## src/rtl/wrapper_result_collector_if.sv

```systemverilog
// -----------------------------------------------------------------------------
// wrapper_result_collector_if
// Purpose : start/done/read handshake bundle between the host-side result
//           collector (master) and the engine wrapper (slave).
// Signals :
//   start      master -> slave   one-cycle start pulse
//   read       master -> slave   read handshake, held for a fixed number of cycles
//   ready      slave  -> master  wrapper idle / FIFO empty
//   done       slave  -> master  wrapper has a result word available
//   fifo_data  slave  -> master  wrapper FIFO output word (DW bits)
// -----------------------------------------------------------------------------
interface wrapper_result_collector_if #(
    parameter int DW = 8
) ();
    logic          start;
    logic          read;
    logic          ready;
    logic          done;
    logic [DW-1:0] fifo_data;

    modport master (
        output start,
        output read,
        input  ready,
        input  done,
        input  fifo_data
    );

    modport slave (
        input  start,
        input  read,
        output ready,
        output done,
        output fifo_data
    );
endinterface

```

## src/rtl/wrapper_result_collector.sv

```systemverilog
// -----------------------------------------------------------------------------
// wrapper_result_collector
// Purpose : Host-side master for the engine wrapper. A go request (accepted only
//           while idle and the wrapper is ready) pulses start, waits for done,
//           then drains every result word through the read handshake into a
//           local buffer. When the wrapper returns to ready, complete pulses.
// Ports   :
//   clk, rst     clock (rising edge), asynchronous active-high reset
//   wr           wrapper handshake bundle (master modport): start, read out;
//                ready, done, fifo_data in
//   go           session request, sampled only in IDLE
//   rd_idx       host index into the local buffer
//   busy         high in every state except IDLE
//   complete     one-cycle pulse at the end of a session
//   count        words stored this session, saturates at DEPTH
//   overflow     sticky: a word arrived while the buffer was full
//   rd_data      buffer[rd_idx], combinational
//   checksum     running sum of all captured words (mod 2^DW)
// Build option:
//   CHECKSUM_EN  when defined, checksum accumulates every captured word
//                (including discarded overflow words); otherwise it is tied to 0.
// -----------------------------------------------------------------------------
module wrapper_result_collector #(
    parameter int DW          = 8,
    parameter int DEPTH       = 16,
    parameter int HOLD_CYCLES = 3
) (
    input  logic                       clk,
    input  logic                       rst,
    wrapper_result_collector_if.master wr,
    input  logic                       go,
    input  logic [$clog2(DEPTH)-1:0]   rd_idx,
    output logic                       busy,
    output logic                       complete,
    output logic [$clog2(DEPTH):0]     count,
    output logic                       overflow,
    output logic [DW-1:0]              rd_data,
    output logic [DW-1:0]              checksum
);

    localparam int AW = $clog2(DEPTH);
    localparam int CW = AW + 1;
    localparam int HW = (HOLD_CYCLES > 1) ? $clog2(HOLD_CYCLES) : 1;

    localparam logic [CW-1:0] DEPTH_C   = CW'(DEPTH);
    localparam logic [HW-1:0] HOLD_LAST = HW'(HOLD_CYCLES - 1);

    typedef enum logic [2:0] {
        IDLE,
        START,
        RUN,
        REQ,
        RELEASE,
        DRAIN,
        FINISH
    } state_t;

    state_t          state;
    state_t          state_nxt;
    logic [HW-1:0]   hold_cnt;
    logic [DW-1:0]   buffer [DEPTH];
    logic            accept;
    logic            capture;
    logic            buf_full;

    // Saturating increment: count never wraps past DEPTH.
    function automatic logic [CW-1:0] sat_inc(input logic [CW-1:0] v);
        return (v == DEPTH_C) ? v : v + CW'(1);
    endfunction

    // Modular accumulate for the checksum.
    function automatic logic [DW-1:0] wrap_add(input logic [DW-1:0] a,
                                               input logic [DW-1:0] b);
        return a + b;
    endfunction

    assign accept   = (state == IDLE) && go && wr.ready;
    assign capture  = (state == REQ) && (hold_cnt == HOLD_LAST);
    assign buf_full = (count == DEPTH_C);

    always_ff @(posedge clk or posedge rst) begin
        if (rst) begin
            state <= IDLE;
        end else begin
            state <= state_nxt;
        end
    end

    // Moore outputs decoded from the registered state, so an asynchronous
    // reset drops start and read immediately.
    always_comb begin
        state_nxt = state;
        wr.start  = 1'b0;
        wr.read   = 1'b0;
        complete  = 1'b0;
        busy      = (state != IDLE);
        unique case (state)
            IDLE: begin
                if (go && wr.ready) state_nxt = START;
            end
            START: begin
                wr.start  = 1'b1;
                state_nxt = RUN;
            end
            RUN, DRAIN: begin
                // done wins over ready; ready with no done in RUN is the
                // zero-word session.
                if (wr.done)       state_nxt = REQ;
                else if (wr.ready) state_nxt = FINISH;
            end
            REQ: begin
                wr.read = 1'b1;
                if (hold_cnt == HOLD_LAST) state_nxt = RELEASE;
            end
            RELEASE: begin
                state_nxt = DRAIN;
            end
            FINISH: begin
                complete  = 1'b1;
                state_nxt = IDLE;
            end
            default: begin
                state_nxt = IDLE;
            end
        endcase
    end

    // Hold counter: 0..HOLD_CYCLES-1 while in REQ, cleared everywhere else.
    always_ff @(posedge clk or posedge rst) begin
        if (rst) begin
            hold_cnt <= '0;
        end else if ((state == REQ) && !capture) begin
            hold_cnt <= hold_cnt + HW'(1);
        end else begin
            hold_cnt <= '0;
        end
    end

    // Session bookkeeping: cleared on an accepted go, held after FINISH.
    always_ff @(posedge clk or posedge rst) begin
        if (rst) begin
            count    <= '0;
            overflow <= 1'b0;
        end else if (accept) begin
            count    <= '0;
            overflow <= 1'b0;
        end else if (capture) begin
            count <= sat_inc(count);
            if (buf_full) overflow <= 1'b1;
        end
    end

    // Buffer storage is data only and is deliberately left unreset.
    always_ff @(posedge clk) begin
        if (capture && !buf_full) begin
            buffer[count[AW-1:0]] <= wr.fifo_data;
        end
    end

    assign rd_data = buffer[rd_idx];

`ifdef CHECKSUM_EN
    logic [DW-1:0] sum;

    // Discarded overflow words still contribute to the sum.
    always_ff @(posedge clk or posedge rst) begin
        if (rst) begin
            sum <= '0;
        end else if (accept) begin
            sum <= '0;
        end else if (capture) begin
            sum <= wrap_add(sum, wr.fifo_data);
        end
    end

    assign checksum = sum;
`else
    assign checksum = '0;
`endif

endmodule

```

## src/flat_wrapper.sv

```systemverilog
// flat-port wrapper written by rule: the top's interface ports become plain ports
module wrapper_result_collector_flat 
#(
    parameter int DW          = 8,
    parameter int DEPTH       = 16,
    parameter int HOLD_CYCLES = 3
)
  (clk, rst, go, rd_idx, busy, complete, count, overflow, rd_data, checksum, wr_start, wr_read, wr_ready, wr_done, wr_fifo_data);
  wrapper_result_collector_if #(.DW(DW)) wr_i ();
  input  logic clk;
  input  logic rst;
  input  logic go;
  input  logic [$clog2(DEPTH)-1:0] rd_idx;
  output logic busy;
  output logic complete;
  output logic [$clog2(DEPTH):0] count;
  output logic overflow;
  output logic [DW-1:0] rd_data;
  output logic [DW-1:0] checksum;
  output wire logic [$bits(wr_i.start)-1:0] wr_start;
  output wire logic [$bits(wr_i.read)-1:0] wr_read;
  input wire logic [$bits(wr_i.ready)-1:0] wr_ready;
  input wire logic [$bits(wr_i.done)-1:0] wr_done;
  input wire logic [$bits(wr_i.fifo_data)-1:0] wr_fifo_data;
  assign wr_start = wr_i.start;
  assign wr_read = wr_i.read;
  assign wr_i.ready = wr_ready;
  assign wr_i.done = wr_done;
  assign wr_i.fifo_data = wr_fifo_data;
  wrapper_result_collector #(.DW(DW), .DEPTH(DEPTH), .HOLD_CYCLES(HOLD_CYCLES)) u_core (.clk(clk), .rst(rst), .wr(wr_i), .go(go), .rd_idx(rd_idx), .busy(busy), .complete(complete), .count(count), .overflow(overflow), .rd_data(rd_data), .checksum(checksum));
endmodule
```

## config.mk

```make
export PLATFORM = sky130hd
export DESIGN_NAME = wrapper_result_collector_flat
export DESIGN_NICKNAME = d
export VERILOG_FILES = /design/src/rtl/wrapper_result_collector_if.sv /design/src/rtl/wrapper_result_collector.sv /design/src/flat_wrapper.sv
export SDC_FILE = /design/constraint.sdc
export NUM_CORES = 1
export LEC_CHECK = 0
export ABC_AREA = 1
export BUFFER_PORTS_ARGS = -buffer_cell sky130_fd_sc_hd__buf_2
export CORE_ASPECT_RATIO = 1.5
export CORE_MARGIN = 3
export CORE_UTILIZATION = 60
export DETAILED_ROUTE_END_ITERATION = 16
export PLACE_DENSITY = 0.85
export SKIP_LAST_GASP = 1
export SLEW_MARGIN = 10
export SYNTH_ARGS = -nofsm -noshare
export SYNTH_HDL_FRONTEND = slang
export SYNTH_SLANG_ARGS = --single-unit
```

## constraint.sdc

```tcl
create_clock -name clk -period 2.5 [get_ports clk]
set_input_delay 0.625 -clock clk [delete_from_list [all_inputs] [get_ports clk]]
set_output_delay 0.625 -clock clk [all_outputs]
set_load 0.02 [all_outputs]
```

* Word-level counts from Yosys, hierarchy flattened
Memories as Yosys holds them, arrays and structs flattened.
Cells that the tools add are included.
Widths: inputs -> output; s select.
** Storage, ports and cells
- Bits in registers :: 11
- Bits in latches :: 0
- Memory bits (writable) :: 128
- Bits in read-only memories :: 0
- Bits of input ports :: 17
- Word-level logic and storage cells :: 52
- Memories kept :: 1
** Memory list
- u_core.buffer :: words 16, bits a word 8, read ports 1, clocked after memory_dff 0, write ports 1, line wrapper_result_collector.sv:61 : logic [DW-1:0] buffer [DEPTH];
** Operators by class
- Add/sub/neg operators :: 2
- Multiply operators :: 0
- Divide/modulo/power cells :: 0
- Order comparisons :: 0
- Equality and inequality tests :: 12
- Shift-type cells :: 0
- Muxes and demuxes :: 17
- Bitwise operators :: 0
- Reduce and logical (&&, ||, !) cells :: 16
** Operators by type and width (number)
- $mux 5 :: 3
- $pmux 3 s5 :: 1
- $mux 3 :: 4
- $eq 3x3->1 const B :: 3
- $mux 1 :: 8
- $eq 3x2->1 const B :: 2
- $logic_and 1x1->1 :: 6
- $add 5x1->5 const B :: 1
- $eq 5x5->1 const B :: 1
- $ne 2x1->1 const B :: 2
- $reduce_and 2->1 :: 2
- $reduce_bool 2->1 :: 2
- $eq 3x1->1 const B :: 1
- $logic_not 3->1 :: 1
- $ne 3x3->1 const B :: 1
- $reduce_and 3->1 :: 1
- $reduce_bool 3->1 :: 1
- $add 2x1->2 const B :: 1
- $eq 2x2->1 const B :: 1
- $logic_not 1->1 :: 2
- $mux 2 :: 1
- $ne 2x2->1 const B :: 1
- $reduce_or 2->1 :: 1

* Depth between registers and ports, before layout
- Word-level depth :: 5
- Depth in mapped cells :: 9
- Gate-level depth less buffers :: 9

* Worst setup path after synthesis
Ideal clock, no wire load.
- Kind :: input-to-output
- From :: input port rd_idx[0]
- To :: output port rd_data[6]
- Arrival :: 1.451 ns
- Data required time :: 1.875 ns
- Slack :: 0.424 ns
- Cell stages on the path :: 8
- Path buffers :: 1
- Path through :: inv_2 > clkbuf_1 > nand2_1 > nand2_1 > nand2_1 > nand3_1 > nand3_1 > nand2_1
** On the way
- Word-level cells in the longest chain between the ends :: 1
** RTL lines
- start, declared :: line flat_wrapper.sv:13 : input logic [$clog2(DEPTH)-1:0] rd_idx;
- $mem_v2 16x8
- end, declared :: line flat_wrapper.sv:18 : output logic [DW-1:0] rd_data;
No other way between the ends.

* Worst setup path after layout
- From :: input port rd_idx[0]
- To :: output port rd_data[2]
The elaborated chain is that of the path after synthesis.

==> results.toml <==
[synthesis]
synth_top_family_by_area = "simple AND/OR/NAND/NOR gates"
synthArstFlopShare_pct = 7.91
yosysSeqAreaShare_pct = 64.8
synthSimpleGateAreaFrac_pct = 23.5
syn_area_um2 = 6360
synth-edff-count = 128
yosys.area.top_type = "edfxtp_1"
syn_area_per_cell_um2 = 9.86
synth_ff_type = "edfxtp_1"
synthMuxAreaShare_pct = 0
synthMostInstantiatedCell = "nand2_1"
synth-compound-area-share_pct = 0.590
synthTopCellsByCount = "195 x nand2_1, 128 x edfxtp_1, 115 x inv_1"
ys_ff_latch = 139
syn_inst = 645
ys_warn_count = 0
synth.distinct_cells = 23
synth_top_area_share_pct = 60.4
synth_xor_area_share_pct = 0.413
ys_top_cells_by_area = "edfxtp_1 60%, nand2_1 12%, nand3_1 8.7%"
synthAdderAreaFrac_pct = 0.984

[pwr]
power_density_nw_per_um2 = 765
clockPowerShare_pct = 42.6
p_leak_uw = 0.00337
p_sw_share_pct = 25.2
ir_worst_vdd_mv = 0.537
seq_power_share_pct = 46.5
power.switching_uw = 1420
p_comb_share_pct = 10.9
power.internal_uw = 4220

[timing]
tns_ns = 0
maxSlewViolCount = 0
hold_viol = 0
whs_ns = 0.208
fin_skew_ns = 0.00887
grt_setup_unrepaired = "false"
max_freq_mhz = 414
layout_min_cycle_time_ns = 2.41
setup_viol = 0
period_share_pct = 96.5

[critical_path]
worstSetupPathType = "in -> out"
startpoint_type = "primary input"
reg2reg_depth = 8
critPathSlowestCell = "buf_12"
crit_fanout = 27
required_ns = 1.88
crit_arrival_ns = 1.79
r2r-start = "u_core.count[0]"
endpoint_kind = "primary output"
crit_buf_inv = 4
path_cells = "buf_2 -> inv_2 -> buf_12 -> nand2_1 -> nand3_1 -> nand3_1 -> nand3_1 -> nand2_1 -> buf_2"
crit_top_cell = "nand3_1"
path_delay_family = "buffers and inverters"
r2r-end = "u_core.buffer[9][7]"
crit_path_max_incr_delay_ns = 0.20
ff2ff_setup_slack_ns = 0.52

[job]
maxCapViolCount = 0

[clock_tree]
clkTransAtPathRegs_ns = 0.06
root_buffer = "clkbuf_16"
hold_buffers = 0
post_cts_buffers = 0
h-tree-depth = 4
cts_resized = 0
cts_buffers = 17
cts.sinks = 139
insertion_delay_ns = 0.41
cts_tree = "built"
clockBufferDepth = 2

[final_layout]
diodes = 0
layout.nets = 717
area_growth_pct = 16.1
drive_above_1_share_pct = 14.1

[routing]
vias_per_cell = 5.45
final_antenna_net_count = 0
num_vias = 4627
drc = 0
drt-initial-drc-count = 779
routedWlPerCell_um = 17.1
wirelength_mm = 14.5
dr.pass1.iters = 6

[die]
die_x_um = 90.1
start_util_pct = 62.1
core-area_um2 = 10200
die_area_um2 = 11900
io_pins = 43
std_cell_rows = 45
dieHeight_um = 132

[global_routing]
grt_pass1_vias = 4623
grt_usage_pct = 25.6
grt_overflow = 0
antenna_found_initial = 0
grt_max_degree = 64
grt_pass1_wl_mm = 23.3

[worst_hold_path]
hold_path.class = "in -> async"

[placed_design]
globalplace.congestion = 0.899
dp_hpwl_mm = 9.53
io_buffers = 34

[status]
outcome = "complete, no violations"
metrics by stage:
stage	util (%)	cells	setup WS, ns	total power, uW	cell area, um^2
after floorplan	-	652	0.424	3090	6380
after global placement	66.4	817	0.152	3250	6810
after detailed placement	66.4	817	0.120	3280	6810
after CTS	72.0	849	0.113	5670	7380
after global routing	72.0	849	0.0173	5860	7380
final	72.0	849	0.0863	5650	7380
cell type report:
type	count	area [um^2]
Clock buffer	17	425
Clock inverter	15	149
Fill cell	706	2870
Inverter	116	435
Multi-Input combinational cell	363	1650
Sequential cell	139	4120
Tap cell	141	176
Timing Repair Buffer	58	425
registers in the layout (all words and copies together), names as in the netlist:
name / count
u_core.buffer: 128
u_core.count: 5
u_core.state: 3
u_core.hold_cnt: 2
u_core.overflow: 1
how the worst max path moves through the flow:
stage | from | endpoint | cells after the start
floorplan | rd_idx[0] | rd_data[6] | 8
global placement | rd_idx[0] | rd_data[1] | 10
detailed placement | rd_idx[0] | rd_data[1] | 10
CTS | rd_idx[0] | rd_data[1] | 10
global route | rd_idx[0] | rd_data[5] | 10
finish | rd_idx[0] | rd_data[2] | 9
cell usage in the layout, fill, tap and decap left out:
| cell type | Yosys | final |
|---|---|---|
| nor2_4 | 2 | 2 |
| clkinv_1 | 0 | 1 |
| nand3_1 | 111 | 111 |
| conb_1 | 1 | 8 |
| buf_2 | 13 | 34 |
| o21a_1 | 1 | 1 |
| nor2_1 | 23 | 23 |
| nor3_2 | 1 | 1 |
| buf_12 | 0 | 6 |
| clkinvlp_4 | 0 | 4 |
| nand4_1 | 1 | 1 |
| bufinv_16 | 0 | 2 |
| ha_1 | 5 | 5 |
| nor2_8 | 1 | 1 |
| o21ai_0 | 6 | 6 |
| edfxtp_1 | 128 | 128 |
| clkbuf_16 | 0 | 17 |
| clkinv_4 | 0 | 2 |
| nand2_2 | 1 | 1 |
| xor2_1 | 3 | 3 |
| nand2_4 | 5 | 5 |
| inv_2 | 1 | 1 |
| clkinv_2 | 0 | 4 |
| buf_4 | 9 | 18 |
| inv_6 | 0 | 2 |
| dfrtp_1 | 11 | 11 |
| nand2_1 | 195 | 195 |
| inv_1 | 115 | 115 |
power by group through the flow:
stage	Clock [uW]	Combinational [uW]	Sequential, uW
global placement	0	577	2670
CTS	2420	619	2620
finish	2400	617	2630
global route	2540	689	2630
floorplan	0	432	2660
detailed placement	0	613	2670
routing by layer:
metal  global-route usage, %  vias up  wire length (um)
li1                        -     2145                 -
met1                    28.6     2149              5030
met4                    13.4        0               668
met2                    45.7      286              7620
met3                    5.37       47              1230
met5                       0        -                 0
cell families (layout without fill, tap and decap cells):
kind of cell | Yosys count | count (layout)
flops | 139 | 139
xor+xnor | 3 | 3
compound gates | 7 | 7
buf+inv | 150 | 206
simple gates | 340 | 340
other cells | 1 | 8
fa+ha+maj | 5 | 5
(Power assumes the default switching activity.)
